<file path="src/rtl/prog_mem_seq_pkg.sv">
`default_nettype none
// ============================================================================
// Module      : prog_mem_seq_pkg
// Description : Shared types and sizes for the program-memory run sequencer.
// Revision    : 1.0 - initial release
// ============================================================================

package prog_mem_seq_pkg;

  localparam int DEPTH  = 16;
  localparam int ADDR_W = 4;
  localparam int WORD_W = 8;
  localparam int OPC_W  = 4;

  typedef enum logic [1:0] {
    ST_LOAD  = 2'd0,
    ST_FLUSH = 2'd1,
    ST_HALT  = 2'd2,
    ST_RUN   = 2'd3
  } state_t;

endpackage

`default_nettype wire

</file>
<file path="src/rtl/prog_mem_sequencer_tick_gen.sv">
`default_nettype none
// ============================================================================
// Module      : tick_gen
// Description : CPU-rate prescaler counting 0..DIV-1 while enabled.
// Revision    : 1.0 - initial release
// ============================================================================

module tick_gen #(
  parameter int DIV = 4
) (
  input  logic clk,
  input  logic n_reset,
  input  logic clear,
  input  logic enable,
  output logic tick
);

  localparam int CNT_W = (DIV > 1) ? $clog2(DIV) : 1;
  localparam logic [CNT_W-1:0] c_last = CNT_W'(DIV - 1);

  logic [CNT_W-1:0] r_count;
  logic [CNT_W-1:0] w_count_next;

  always_comb begin
    w_count_next = r_count;
    if (clear) begin
      w_count_next = '0;
    end else if (enable) begin
      w_count_next = (r_count == c_last) ? '0 : r_count + CNT_W'(1);
    end
  end

  // tick looks one cycle ahead so the parent can register its clock-enable
  // and still have it high in exactly the cycle the count sits at DIV-1.
  assign tick = (clear || enable) && (w_count_next == c_last);

  always_ff @(posedge clk or negedge n_reset) begin
    if (!n_reset) begin
      r_count <= '0;
    end else begin
      r_count <= w_count_next;
    end
  end

endmodule

`default_nettype wire

</file>
<file path="src/rtl/prog_mem_sequencer.sv">
`default_nettype none
// ============================================================================
// Module      : prog_mem_sequencer
// Description : Loads the 16x8 program memory, then resets, runs or
//               single-steps the 4-bit CPU. Optional breakpoint support
//               is built when PROG_MEM_SEQ_BREAKPOINT_EN is defined.
// Revision    : 1.0 - initial release
// ============================================================================

module prog_mem_sequencer
  import prog_mem_seq_pkg::*;
#(
  parameter int DIV = 4
) (
  input  logic              clk,
  input  logic              n_reset,
  input  logic              ld_valid,
  input  logic [WORD_W-1:0] ld_data,
  output logic              ld_ready,
  input  logic              run,
  input  logic              step,
  input  logic              reload,
  input  logic [ADDR_W-1:0] cpu_addr,
  output logic              cpu_en,
  output logic              cpu_n_reset,
  output logic [ADDR_W-1:0] mem_addr,
  output logic              mem_we,
  output logic [WORD_W-1:0] mem_wdata,
  output logic [1:0]        state_o
`ifdef PROG_MEM_SEQ_BREAKPOINT_EN
  ,
  input  logic              bp_valid,
  input  logic [ADDR_W-1:0] bp_addr,
  output logic              bp_hit
`endif
);

  localparam logic [ADDR_W-1:0] c_last_addr = ADDR_W'(DEPTH - 1);

  state_t            r_state;
  logic [ADDR_W-1:0] r_ptr;
  logic              r_cpu_en;
  logic              r_cpu_n_reset;
  logic              r_ld_ready;

  logic w_accept;
  logic w_go_run;
  logic w_run_live;
  logic w_ps_clear;
  logic w_tick;
  logic w_bp_stop;

  assign w_accept   = ld_valid && r_ld_ready;
  assign w_run_live = (r_state == ST_RUN) && run && !reload;
  assign w_ps_clear = (r_state == ST_HALT) && w_go_run && !reload;

  tick_gen #(
    .DIV (DIV)
  ) u_tick_gen (
    .clk     (clk),
    .n_reset (n_reset),
    .clear   (w_ps_clear),
    .enable  (w_run_live),
    .tick    (w_tick)
  );

`ifdef PROG_MEM_SEQ_BREAKPOINT_EN
  logic r_bp_hit;
  logic r_bp_exempt;
  logic r_run_d;

  // A latched breakpoint holds HALT until run is re-asserted (rising edge).
  assign w_go_run  = run && (!r_bp_hit || !r_run_d);
  assign w_bp_stop = w_tick && bp_valid && (cpu_addr == bp_addr) && !r_bp_exempt;
  assign bp_hit    = r_bp_hit;

  always_ff @(posedge clk or negedge n_reset) begin
    if (!n_reset) begin
      r_bp_hit    <= 1'b0;
      r_bp_exempt <= 1'b0;
      r_run_d     <= 1'b0;
    end else begin
      r_run_d <= run;
      if (reload) begin
        r_bp_hit <= 1'b0;
      end else if (w_run_live && w_bp_stop) begin
        r_bp_hit <= 1'b1;
      end else if (step || (run && !r_run_d)) begin
        r_bp_hit <= 1'b0;
      end
      if (w_ps_clear) begin
        r_bp_exempt <= 1'b1;
      end else if (w_run_live && w_tick) begin
        r_bp_exempt <= 1'b0;
      end
    end
  end
`else
  assign w_go_run  = run;
  assign w_bp_stop = 1'b0;
`endif

  always_ff @(posedge clk or negedge n_reset) begin
    if (!n_reset) begin
      r_state       <= ST_LOAD;
      r_ptr         <= '0;
      r_cpu_en      <= 1'b0;
      r_cpu_n_reset <= 1'b0;
      r_ld_ready    <= 1'b1;
    end else begin
      r_cpu_en <= 1'b0;
      if (reload) begin
        r_state       <= ST_LOAD;
        r_ptr         <= '0;
        r_cpu_n_reset <= 1'b0;
        r_ld_ready    <= 1'b1;
      end else begin
        case (r_state)
          ST_LOAD: begin
            if (w_accept) begin
              r_ptr <= r_ptr + ADDR_W'(1);
              if (r_ptr == c_last_addr) begin
                // FLUSH gives the CPU one enabled edge with reset held low
                r_state    <= ST_FLUSH;
                r_cpu_en   <= 1'b1;
                r_ld_ready <= 1'b0;
              end
            end
          end
          ST_FLUSH: begin
            r_state       <= ST_HALT;
            r_cpu_n_reset <= 1'b1;
          end
          ST_HALT: begin
            if (w_go_run) begin
              r_state <= ST_RUN;
            end else if (step) begin
              r_cpu_en <= 1'b1;
            end
          end
          ST_RUN: begin
            if (!run || w_bp_stop) begin
              r_state <= ST_HALT;
            end else begin
              r_cpu_en <= w_tick;
            end
          end
          default: r_state <= ST_LOAD;
        endcase
      end
    end
  end

  assign ld_ready    = r_ld_ready;
  assign cpu_en      = r_cpu_en;
  assign cpu_n_reset = r_cpu_n_reset;
  assign state_o     = r_state;
  assign mem_we      = w_accept;
  assign mem_wdata   = ld_data;
  assign mem_addr    = ((r_state == ST_LOAD) || (r_state == ST_FLUSH)) ? r_ptr : cpu_addr;

endmodule

`default_nettype wire
</file>
<file path="config.mk">
export PLATFORM = sky130hd
export DESIGN_NAME = prog_mem_sequencer
export DESIGN_NICKNAME = d
export VERILOG_FILES = /design/src/rtl/prog_mem_seq_pkg.sv /design/src/rtl/prog_mem_sequencer_tick_gen.sv /design/src/rtl/prog_mem_sequencer.sv
export SDC_FILE = /design/constraint.sdc
export NUM_CORES = 1
export LEC_CHECK = 0
export ABC_AREA = 1
export CAP_MARGIN = 20
export CORE_MARGIN = 2
export CORE_UTILIZATION = 30
export CTS_CLUSTER_DIAMETER = 40
export DETAILED_ROUTE_END_ITERATION = 12
export MAX_ROUTING_LAYER = met4
export SLEW_MARGIN = 20
export SYNTH_ARGS = -nofsm -noshare
export SYNTH_HDL_FRONTEND = slang
export SYNTH_SLANG_ARGS = --single-unit
</file>
<file path="constraint.sdc">
create_clock -name clk -period 1.5 [get_ports clk]
set_input_delay 0.225 -clock clk [delete_from_list [all_inputs] [get_ports clk]]
set_output_delay 0.225 -clock clk [all_outputs]
set_load 0.02 [all_outputs]
</file>
==> results by group, run 1 <==
Clock network
  – Reg clk slew, reported paths: 70 ps
  – Worst skew pair latency: 270 ps
  – Clock Tree Root: clkbuf_4
  – H-tree levels: 1
  – Clock Path Buffers: 2
  – Clk sinks: 11
  – Number of CTS-inserted buffers: 3
  – CTS tree: yes
  – Hold-fix buffers, CTS: 0
  – Setup bufs post-CTS: 0

Worst setup path
  – Reg-to-reg endpoint: r_ptr[2]$_DFFE_PN0P_
  – Worst path bufs/invs: 1
  – CP startpoint kind: register
  – WP data arrival: 1240 ps
  – Reg2Reg Launch Point: state_o[1]$_DFFE_PN0P_
  – Slowest stage delay, CP: 610 ps
  – FF-to-FF setup slack: 160 ps
  – Worst R2R Path Depth: 7
  – CP Cell Sequence: clkdlybuf4s50_1
  – CP endpoint kind: output pin
  – CP max FO: 2
  – Cell family with the largest share of critical-path delay: buffers and inverters
  – Worst EP required: 1270 ps
  – WS Path Type: reg -> out
  – CP max stage cell: clkdlybuf4s50_1

Power
  – Switching power of the nets: 0.000289 W
  – Sw frac: 0.345
  – Sequential power share: 0.428
  – Power share of the combinational group: 0.331
  – Leakage: 0.453 nW
  – Internal power: 0.000548 W
  – Clk pwr share: 0.241
  – Worst vdd ir: 0.563 mV
  – PD cells: 899 nW/µm²

Floorplan
  – Num rows: 17
  – Io pins: 36
  – Die footprint: 2870 µm²
  – DIE HEIGHT: 53.6 µm
  – Die width: 53.6 µm
  – CORE AREA: 2280 µm²
  – Starting Density: 0.324

Logic synthesis
  – Post-synth top area share: 0.340
  – Yosys warns: 0
  – Post-synth EDFFs: 0
  – Sequential area share after synthesis: 0.375
  – Syn Area/Cell: 8.47 µm²
  – Async SR Flop Fraction: 1.00
  – Most area-consuming cells after synthesis: dfrtp_1 34%, buf_4 8.1%, nor2_1 5.1%
  – Commonest cells post-synth: 10 x dfrtp_1, 10 x nor2_1, 9 x nand2_1, 8 x buf_4, 8 x inv_1
  – Cell taking the most area after synthesis: dfrtp_1
  – Synth unique cells: 27
  – Cells after synthesis: 87
  – Yosys reg bits: 11
  – Syn Nets: 107
  – Post-Synthesis Cell Area: 737 µm²
  – Dominant synthesized flop cell: dfrtp_1

Finish
  – Final Non-Filler Cells: 134
  – N_diodes: 0
  – Final instance area: 931 µm²
  – Area Overhead vs Synth: 26.3%
  – Fillers: 240
  – Nets@finish: 127
  – Layout cell share with drive strength beyond 1: 0.292

Timing
  – TNS Setup: 0 ps
  – Min Hold Slack: 283 ps
  – Final critical-path required period: 1460 ps
  – Slew HR: 0.668
  – Worst slew pin tran: 496 ps
  – Final hold viol count: 0
  – Unrepaired setup endpoints after global routing: no
  – Final setup fails: 0
  – Tcrit/Tclk final: 0.976
  – Slew Viols, Final: 0
  – Final worst slack: 36.3 ps
  – Clock skew: 6.51 ps
  – Highest clock rate: 0.683 GHz

Global routing
  – First-pass GRT wire length: 2440 µm
  – Number of global-route vias before repair: 614
  – Global route total overflow: 0
  – Initial antenna violation count: 0
  – Largest net degree at the start of global routing: 12
  – Total track usage: 0.126

Drt
  – DRT iter0 DRCs: 17
  – Vias: 629
  – Drt pass-1 iters: 4
  – Drt total wl: 1490 µm
  – Vias per cell: 4.69
  – Residual DRC count: 0
  – Antenna Violating Nets Remaining: 0
  – Routed WL per cell: 11.1 µm

Placement
  – HPWL after detailed placement: 1130 µm
  – Placed cell area: 931 µm²
  – Port bufs: 19
  – Routability Congestion: 0.728
  – Inst Count DP: 130
  – Pre-CTS WS: -158 ps

Run
  – Max Cap Viol: 0

Status
  – Status: completed

Min path
  – Worst hold path class: in -> async
==> repair_timing <==
item | 4_1_cts | 5_1_grt
hold endpoints to repair | 0 | 0
pin swaps | 0 | 0
gates resized for setup | 11 | 11
setup endpoints to repair | 7 | 5
==> placed cells by master (no fill, tap or decap), types with 5 or more instances in the layout <==
cell type        instances
a21oi_1                  6
buf_4                    6
clkbuf_2                 5
clkdlybuf4s50_1         12
dfrtp_1                  9
inv_1                    8
nand2_1                  9
nor2_1                  10
o21ai_0                  6
==> power by group through the flow <==
stage,sequential [W],clock [W],combinational (W)
after floorplan,0.000371,0,0.000193
after global placement,0.000361,0,0.000282
after detailed placement,0.000362,0,0.000296
after CTS,0.000358,0.000211,0.000285
after global routing,0.000364,0.000232,0.000306
final,0.000358,0.000202,0.000277
==> per-layer routing <==
metal | track usage | up-vias | wire [µm]
met5 | - | - | 0
li1 | - | 307 | -
met4 | 0.0470 | 0 | 23
met3 | 0.0611 | 6 | 123
met2 | 0.214 | 24 | 726
met1 | 0.125 | 292 | 617
==> stage by stage <==
stage                util  power, W
global placement    0.409  0.000643
detailed placement  0.409  0.000658
finish              0.409  0.000837
CTS                 0.419  0.000855
global route        0.409  0.000902
floorplan               -  0.000565
==> state kept, by name, indices dropped and copies added (netlist names) <==
register and cells:
cpu_n_reset 1, cpu_en 1, state_o 2, ld_ready 1
u_tick_gen.r_count 2, r_ptr 4
==> cell type report <==
type	instances	area [µm²]	share of cell area
clock buffer	4	26.3	0.0282
inverter	11	43.8	0.0470
multi-input combinational	55	340	0.366
sequential	11	278	0.298
tap	28	35.0	0.0376
timing repair buffer	25	208	0.223
==> worst max path at each step <==
stage / from / endpoint / slack [ps] / cells after the start
after floorplan: state_o[1]$_DFFE_PN0P_ / mem_addr[0] / 140 / 2
after global placement: cpu_addr[2] / mem_addr[2] / -150 / 4
after detailed placement: cpu_addr[1] / mem_addr[1] / -160 / 4
after CTS: state_o[1]$_DFFE_PN0P_ / mem_addr[1] / 8 / 2
after global routing: cpu_n_reset$_DFFE_PN0P_ / cpu_n_reset / 0.01 / 1
final: cpu_n_reset$_DFFE_PN0P_ / cpu_n_reset / 40 / 1
==> logic make-up after synthesis <==
family                     synth area share
DFF                                   0.375
buffers and inverters                 0.163
AOI/OAI and AO/OA                     0.134
and+or+nand+nor                       0.294
adders and majority gates            0.0340
No activity file was read; power rests on OpenSTA's default activity.
==> inputs of run 2 (changes only) <==
--- a/config.mk
+++ b/config.mk
@@ -6,7 +6,6 @@
 export NUM_CORES = 1
 export LEC_CHECK = 0
 export ABC_AREA = 1
-export CAP_MARGIN = 20
 export CORE_MARGIN = 2
 export CORE_UTILIZATION = 30
 export CTS_CLUSTER_DIAMETER = 40
==> results of run 2 <==
No change in the layout: final DEF, timing and power equal those of run 1.
